--- config.mk ---
export PLATFORM = sky130hd
export DESIGN_NAME = counter_ctrl
export DESIGN_NICKNAME = d
export VERILOG_FILES = /design/src/rtl/counter_ctrl.sv
export SDC_FILE = /design/constraint.sdc
export NUM_CORES = 1
export LEC_CHECK = 0
export ABC_AREA = 0
export CAP_MARGIN = 20
export CORE_ASPECT_RATIO = 1.5
export CORE_UTILIZATION = 25
export CTS_BUF_LIST = sky130_fd_sc_hd__clkbuf_16
export DETAILED_ROUTE_END_ITERATION = 16
export PLACE_DENSITY_LB_ADDON = 0.25
export SETUP_SLACK_MARGIN = 0.15
export SYNTH_ARGS = -nofsm -noshare
export SYNTH_HDL_FRONTEND = slang
export SYNTH_SLANG_ARGS = --single-unit
--- constraint.sdc ---
create_clock -name clk -period 1.95 [get_ports clk]
set_clock_uncertainty 0.05 [all_clocks]
set_input_delay 0.195 -clock clk [delete_from_list [all_inputs] [get_ports clk]]
set_output_delay 0.195 -clock clk [all_outputs]
set_load 0.02 [all_outputs]
--- src/rtl/counter_ctrl.sv ---
// Front end for the 3-bit up/down counter: synchronises and debounces the board
// inputs, then issues single-cycle enable pulses (manual step or auto prescaler).
//
// state  | meaning
// MANUAL | one enable pulse per debounced step press, prescaler parked at 0
// AUTO   | one enable pulse every TICK_DIV cycles, step presses ignored
module counter_ctrl #(
  parameter int unsigned DEBOUNCE_CYCLES = 1000000,
  parameter int unsigned TICK_DIV        = 50000000
) (
  input  logic clk,
  input  logic reset,
  input  logic btn_step,
  input  logic btn_mode,
  input  logic sw_dir,
  output logic enable,
  output logic dir,
  output logic mode
);

  localparam int DW = $clog2(DEBOUNCE_CYCLES + 1);
  localparam int PW = $clog2(TICK_DIV);
  localparam logic [DW-1:0] DB_LAST    = DW'(DEBOUNCE_CYCLES - 1);
  localparam logic [PW-1:0] PRESC_LAST = PW'(TICK_DIV - 1);

  typedef enum logic {
    MANUAL = 1'b0,
    AUTO   = 1'b1
  } state_t;

  // bit 0 = step, bit 1 = mode, bit 2 = direction switch
  logic [2:0]    raw;
  logic [2:0]    s1_q, s2_q;
  logic [2:0]    db_q, db_d;
  logic [DW-1:0] cnt_q [3];
  logic [DW-1:0] cnt_d [3];
  logic [1:0]    db_prev_q;
  logic          step_rise, mode_rise;

  state_t        state_q, state_d;
  logic [PW-1:0] presc_q, presc_d;
  logic          enable_q, enable_d;
  logic          dir_q, dir_d;

  assign raw = {sw_dir, btn_mode, btn_step};

  always_comb begin
    db_d = db_q;
    for (int i = 0; i < 3; i++) begin
      cnt_d[i] = '0;
      if (s2_q[i] != db_q[i]) begin
        if (cnt_q[i] == DB_LAST) begin
          db_d[i] = ~db_q[i];
        end else begin
          cnt_d[i] = cnt_q[i] + 1'b1;
        end
      end
    end
  end

  assign step_rise = db_q[0] & ~db_prev_q[0];
  assign mode_rise = db_q[1] & ~db_prev_q[1];

  always_comb begin
    state_d  = state_q;
    presc_d  = '0;
    enable_d = 1'b0;
    case (state_q)
      MANUAL: begin
        // a mode press wins over a coincident step press
        if (mode_rise) begin
          state_d = AUTO;
        end else begin
          enable_d = step_rise;
        end
      end
      AUTO: begin
        if (mode_rise) begin
          state_d = MANUAL;
        end else if (presc_q == PRESC_LAST) begin
          enable_d = 1'b1;
        end else begin
          presc_d = presc_q + 1'b1;
        end
      end
    endcase
    // dir only moves on edges that do not raise enable, so it is settled around every pulse
    dir_d = enable_d ? dir_q : db_q[2];
  end

  always_ff @(posedge clk or negedge reset) begin
    if (!reset) begin
      s1_q      <= '0;
      s2_q      <= '0;
      db_q      <= '0;
      db_prev_q <= '0;
      for (int i = 0; i < 3; i++) begin
        cnt_q[i] <= '0;
      end
      state_q   <= MANUAL;
      presc_q   <= '0;
      enable_q  <= 1'b0;
      dir_q     <= 1'b0;
    end else begin
      s1_q      <= raw;
      s2_q      <= s1_q;
      db_q      <= db_d;
      db_prev_q <= db_q[1:0];
      for (int i = 0; i < 3; i++) begin
        cnt_q[i] <= cnt_d[i];
      end
      state_q   <= state_d;
      presc_q   <= presc_d;
      enable_q  <= enable_d;
      dir_q     <= dir_d;
    end
  end

  assign enable = enable_q;
  assign dir    = dir_q;
  assign mode   = state_q;

endmodule

# Yosys cells after proc, flatten, opt, wreduce, memory -nomap -nowiden
# Cells that the tools add are included.
# classes
n_addsub	4
eq_ne	7
muxes	16
bitwise	8
reduce_logical	3
# ops
operator	count
two-way mux 20 bit	6
two-way mux 26 bit	3
adder 20 x 1 -> 20 bit, second input constant	3
equality test 20 bit, second input constant	3
adder 26 x 1 -> 26 bit, second input constant	1
equality test 26 bit, second input constant	1
NOT 1 bit	6
AND reduction 2 bit	3
two-way mux 1 bit	5
case mux 1 bit (2 select lines)	2
inequality test 1 bit	3
bitwise AND 1 bit	2
# word_totals
regBits	100
out_inout_bits	3
word_cells	51

# Longest topological paths before layout
# Gate-level depths: netlist of the first run.
# depth
depth_word	4
ltp_mapped	7

# Least setup slack after synthesis of the first run
# No wires, ideal clock.
# synth_path
path_kind	register to register
startpoint	register presc_q[0]
endpoint	register dir_q, in the netlist dir
setup_time_ns	0.125
arrival_ns	1.446
setup_slack_ns	0.330
path_stages_with_launch	7
period_less_slack_ns	1.620
path_cell_list	dfrtp_1 > ha_1 > nand4_1 > nor2_1 > nand4_1 > o21ai_1 > mux2_2
# synth_between
elab_chain_len	4
# synth_rtl
item	line_no	text
start: declaration	41	logic [PW-1:0] presc_q, presc_d;
start signal: assignment	113	presc_q <= presc_d;
equality test 26 bit	80	end else if (presc_q == PRESC_LAST) begin
two-way mux 1 bit	80	
two-way mux 1 bit	78	if (mode_rise) begin
case mux 1 bit (2 select lines)	68	case (state_q)
named net enable_d	42	logic enable_q, enable_d;
end signal: assignment	115	dir_q <= dir_d;
end: declaration	43	logic dir_q, dir_d;
# The timed path passes the listed nets, and every way through them passes these cells.
# A chain may end at the register's enable or synchronous reset.

# Worst setup path after layout of the first run
# layout_path
startpoint	register state_q, in the netlist mode
endpoint	output port mode
# layout_lines
item	line_no	text
start: declaration	40	state_t state_q, state_d;
start signal: assignment	112	state_q <= state_d;
end: declaration	18	output logic mode
# No word-level cell between the ends.

==> flow_summary.yaml, run 1 <==
run_status:
  status: "completed"
floorplanning:
  coreArea_um2: 18470
  die_area_um2: 19420
  die_height_um: 170.2
  top_level_ports: 8
  start_util: 0.2552
  die_w_um: 114.1
  num_rows: 61
power_and_ir_drop:
  intPower_w: 0.003126
  power_switching_w: 0.0008987
  ir_worst_vdd_mv: 0.4068
  p_leak_nw: 2.346
  p_per_area_nw_per_um2: 713.7
  pwr-share-clk: 0.444
  comb_power_share: 0.031
  seqPwrFrac: 0.526
  swShare: 0.2233
worst_setup_path:
  criticalPathCategory: "flop to primary output"
  slowest_delay_ns: 0.65
  cp_data_required_time_ns: 1.70
  critical-path-top-delay-family: "buffers and inverters"
  path_buf_inv: 1
  arrival_ns: 1.49
  end_kind: "primary output"
  crit_fanout: 5
  r2r_setup_slack_ns: 0.22
  cp-start-kind: "flop"
  path_cells: "clkdlybuf4s50_1"
  slowest_stage: "clkdlybuf4s50_1"
logic_synthesis:
  synth_nets: 462
  ys_seq_elements: 100
  async_flop_share: 1.000
  yosysSeqAreaShare: 0.5309
  synth_ff_type: "dfrtp_1"
  yosys_warnings: 0
  avgSynthCellArea_um2: 10.40
  ys_types: 36
  synth_area_um2: 4713
  synthCells: 453
  synth_edf_count: 0
route:
  drt_first_pass_iters: 4
  detail_route.wl_per_cell_um: 12.69
  drt_iter0_markers: 79
  wl_um: 9341
  viasPerCell: 4.327
  drc: 0
  vias: 3185
  antenna_left: 0
clock_network:
  cts_root_buffer: "clkbuf_16"
  clock-sinks: 100
  cts_tree: "yes"
  cts_buffers: 9
  cts_htree_levels: 3
  cts_buffer_depth: 2
  path_clk_slew_ns: 0.07
  clk_latency_ns: 0.36
place:
  place.gp.congestion: 0.7336
  place_area_um2: 5151
  hpwl_um: 6129
  numPortBuffers: 7
sta:
  setup_tns_ns: 0
  hold_viol_final: 0
  slew_headroom: 0.7583
  hold_ws_ns: 0.2278
  finalCritPeriodShare: 0.8897
  rsz0062_at_grt: "yes"
  min_period_ns: 1.735
  maxClockFrequency_mhz: 576.4
  setup_viol_count_final: 0
  final-max-slew-violation-count: 0
  worst_pin_slew_ns: 0.3598
layout:
  area_growth_pct: 19.64
  drive_gt1_frac: 0.1467
  final_nets: 488
  fillers: 2003
  final_cell_mix: "dfrtp_1 (100), nor2_1 (98), xor2_1 (44)"
  diodes: 0
  fin_area_um2: 5639
  final_common_cell: "dfrtp_1"
global_routing:
  antenna_found_initial: 0
  grt_pass1_vias: 3437
  grt_usage: 0.1045
  grt_pass1_wl_um: 16090
  grt_max_degree: 45
  grt_overflow_total: 0
worst_hold_path:
  hp-class: "input port to flop"
run:
  max-cap-violations: 0
## state kept, by name, indices dropped and copies added (netlist names)
name	cells
dir	1
s1_q	3
presc_q	26
enable	1
s2_q	3
mode	1
db_prev_q	2
db_q	3
cnt_q	60
## cells by family (layout without fill, tap and decap cells)
| logic type | after synthesis | after routing | share of synthesized area |
|---|---|---|---|
| mux | 4 | 4 | 0.009556 |
| xor+xnor | 82 | 82 | 0.1524 |
| buf+inv | 20 | 50 | 0.02017 |
| flops | 100 | 100 | 0.5309 |
| fa+ha+maj | 4 | 4 | 0.01062 |
| compound gates | 2 | 2 | 0.002122 |
| simple gates | 241 | 242 | 0.2742 |
## per-layer routing
layer  track usage  share of wire  vias to the layer above
met1        0.1199           0.44                     1583
li1              -              -                     1572
met5             0              0                        -
met4       0.04743          0.018                        0
met2        0.1839           0.52                       20
met3       0.02279          0.022                       10
## stage by stage
stage,total power (W),cells,utilization,setup WS (ns)
after CTS,0.004102,729,0.2961,0.1503
after global routing,0.004201,736,0.3053,0.1245
after global placement,0.002275,711,0.2789,0.1574
after floorplan,0.002199,453,-,0.3298
after detailed placement,0.002279,711,0.2789,0.1171
final,0.004025,736,0.3053,0.2150
## final timing paths
kind | from | end | cells after the start
max | mode$_DFF_PN0_ | mode | 1
min | sw_dir | s1_q[2]$_DFF_PN0_ | 1
max reg2reg | presc_q[12]$_DFF_PN0_ | presc_q[13]$_DFF_PN0_ | 7
min reg2reg | s1_q[1]$_DFF_PN0_ | s2_q[1]$_DFF_PN0_ | 0
max in group asynchronous | reset | cnt_q[37]$_DFF_PN0_ | 3
min in group asynchronous | reset | presc_q[18]$_DFF_PN0_ | 2
## synth_stat cells (all sizes together), types with 4 or more instances
cell	instances	area, µm²
and3	12	75.07
inv	8	30.03
nand2	26	97.59
xnor2	38	332.8
and4	8	70.07
dfrtp	100	2502
buf	11	61.31
ha	4	50.05
mux2	4	45.04
nand4	19	146.4
nor4	10	107.6
xor2	44	385.4
nor3	16	105.1
or2	5	31.28
nand3	34	185.2
nor2	100	377.9
## worst reg2reg max path: cells and delay by family (launching register included)
kind          cells  cell delay, ns
flops             1            0.41
simple gates      5            0.85
buf+inv           2            0.35
## layout make-up
class                      count  area (µm²)  share of cell area
clock buffer                   9       225.2             0.03994
clock inverter                 7       67.56             0.01198
inverter                       8       30.03            0.005325
multi-input combinational    334        2206              0.3912
sequential                   100        2502              0.4438
tap                          252       315.3             0.05591
timing repair buffer          26       292.8             0.05192
## power groups by stage
| stage | logic [W] | clock network [W] | registers (W) |
|---|---|---|---|
| final | 0.000123 | 0.00179 | 0.00212 |
| after global routing | 0.000147 | 0.00194 | 0.00212 |
| after CTS | 0.000125 | 0.00186 | 0.00211 |
| after detailed placement | 0.000123 | 0 | 0.00216 |
| after global placement | 0.000121 | 0 | 0.00215 |
| after floorplan | 0.0000484 | 0 | 0.00215 |
## timing repair
action / 4_1_cts / 5_1_grt
pin swaps: 2 / 9
hold buffers: 1 / 0
hold endpoints to repair: 23 / 0
gates cloned: 0 / 4
setup endpoints to repair: 1 / 50
gates resized for setup: 3 / 16
buffers inserted: 1 / 3
Note: power is estimated with default switching activity, not from simulation.
==> run 2, diff against run 1 <==
CAP_MARGIN = not set   (was 20)
clock period = 1.4 ns   (was 1.95 ns; I/O delays follow)
==> flow_summary.yaml, run 2 (synthesized netlist as in run 1, its figures left out) <==
run_status:
  status: "complete, but fails checks"
  violations: "setup timing"
clock_network:
  clock-sinks: 100
  clk_latency_ns: 0.35
  path_clk_slew_ns: 0.07
  cts_root_buffer: "clkbuf_16"
  cts_buffer_depth: 2
  cts_htree_levels: 3
  cts_buffers: 9
  cts_tree: "yes"
global_routing:
  grt_usage: 0.1232
  antenna_found_initial: 0
  grt_pass1_wl_um: 18950
  grt_overflow_total: 0
  grt_pass1_vias: 4133
  grt_max_degree: 31
worst_setup_path:
  slowest_stage: "dfrtp_1"
  cp-start-kind: "flop"
  arrival_ns: 1.89
  path_buf_inv: 2
  criticalPathCategory: "flop to flop"
  path_cells: "ha_2, nand4_1, nor2_1, nand4_1, buf_4, nand3_4, clkbuf_16, nor2_1"
  r2r_start: "presc_q[0]$_DFF_PN0_"
  end_kind: "flop"
  slowest_delay_ns: 0.35
  cp_data_required_time_ns: 1.59
  critical-path-top-delay-family: "simple AND/OR/NAND/NOR gates"
  critPathLaunch: "presc_q[0]$_DFF_PN0_"
  crit_fanout: 10
power_and_ir_drop:
  power_switching_w: 0.001277
  ir_worst_vdd_mv: 0.4930
  p_per_area_nw_per_um2: 841.6
  pwr-share-clk: 0.450
  intPower_w: 0.004607
  finalPower_w: 0.005884
  swShare: 0.2170
  seqPwrFrac: 0.499
  comb_power_share: 0.051
  p_leak_nw: 3.061
layout:
  final_common_cell: "buf_4"
  largest_reg_flops: 60
  drive_gt1_frac: 0.4605
  top_register: "cnt_q"
  diodes: 0
  area_growth_pct: 48.34
  final_nets: 625
  final_cell_mix: "buf_4 (139), dfrtp_1 (98), nor2_1 (50)"
  finish.utilization: 0.3785
  final_cells: 873
  fillers: 1886
  reg.largest.list: "cnt_q x60, presc_q x26"
worst_hold_path:
  hp-class: "input port to flop"
  worstHoldStart: "btn_step"
sta:
  hold_viol_final: 0
  hold_ws_ns: 0.1805
  slew_headroom: 0.7010
  rsz0062_at_grt: "yes"
  finalCritPeriodShare: 1.213
  worst_pin_slew_ns: 0.4453
  final-max-slew-violation-count: 0
  setup_viol_count_final: 91
  final.setup.worst_slack_ns: -0.2986
  maxClockFrequency_mhz: 588.7
  min_period_ns: 1.699
floorplanning:
  top_level_ports: 8
  die_w_um: 114.1
  num_rows: 61
  start_util: 0.2552
  coreArea_um2: 18470
  die_area_um2: 19420
  die_height_um: 170.2
route:
  vias: 3777
  wl_um: 10980
  drt_iter0_markers: 77
  drc: 0
  detail_route.wl_per_cell_um: 12.57
  drt_first_pass_iters: 4
  viasPerCell: 4.326
  antenna_left: 0
place:
  numPortBuffers: 7
  hpwl_um: 7297
  place_inst: 831
  place.gp.congestion: 0.7093
run:
  max-cap-violations: 0
==> run 2: changes by cell type in the layout (fill, tap and decap cells not counted), moves of 5 or more <==
cell / delta
buf_4: +127
buf_6: +7
nand2_1: -5
nor2_1: -48
nor2_2: +46
nor3_1: -5
nor3_2: +5
or2_4: +6
==> run 2: worst paths after layout <==
kind | slack [ns] | end | depth (start not counted)
min in group asynchronous | 0.22 | cnt_q[49]$_DFF_PN0_ | 2
min reg2reg | 0.30 | s2_q[0]$_DFF_PN0_ | 0
max | -0.30 | presc_q[22]$_DFF_PN0_ | 8
min | 0.18 | s1_q[0]$_DFF_PN0_ | 1
max in group asynchronous | 0.56 | presc_q[18]$_DFF_PN0_ | 3
max reg2reg | -0.30 | presc_q[22]$_DFF_PN0_ | 8
==> run 2: area by class of cell <==
cell class              instances  area, µm²  area share
multi-input cells             339       2556      0.3656
inverters                       8      30.03    0.004295
flip-flops and latches        100       2505      0.3583
repair buffers                158       1270      0.1816
well taps                     252      315.3     0.04510
clock buffers                   9      225.2     0.03221
clock inverters                 7      90.09     0.01288
==> run 2: metal layers <==
metal,share of wire,vias up,global-route usage
met1,0.41,1891,0.1361
li1,-,1853,-
met3,0.016,12,0.01852
met2,0.55,21,0.2285
met4,0.020,0,0.05759
met5,0,-,0
==> run 2: timing repair <==
| item | in CTS | in global routing |
|---|---|---|
| pin swaps | 28 | 18 |
| buffers inserted | 12 | 4 |
| hold buffers | 1 | 0 |
| cloned | 8 | 1 |
| endpoints found under the setup margin | 94 | 94 |
| gates resized for setup | 68 | 36 |
| hold endpoints to repair | 24 | 0 |
==> run 2: metrics by stage <==
stage | TNS [ns] | area [µm²] | worst slack [ns]
final | -18.87 | 6992 | -0.2986
after global routing | -29.07 | 6992 | -0.4330
after CTS | -18.98 | 6838 | -0.3058
after detailed placement | -18.98 | 6161 | -0.3748
after global placement | -17.60 | 6161 | -0.2829
after floorplan | -2.147 | 4883 | -0.2049
==> run 2: power by group through the flow <==
| stage | logic (W) | clock network, W | registers (W) |
|---|---|---|---|
| 3_5_place_dp | 0.000243 | 0 | 0.00300 |
| 5_1_grt | 0.000338 | 0.00284 | 0.00294 |
| 4_1_cts | 0.000297 | 0.00274 | 0.00294 |
| 6_report | 0.000301 | 0.00265 | 0.00294 |
| 2_1_floorplan | 0.0000867 | 0 | 0.00300 |
| 3_3_place_gp | 0.000234 | 0 | 0.00299 |
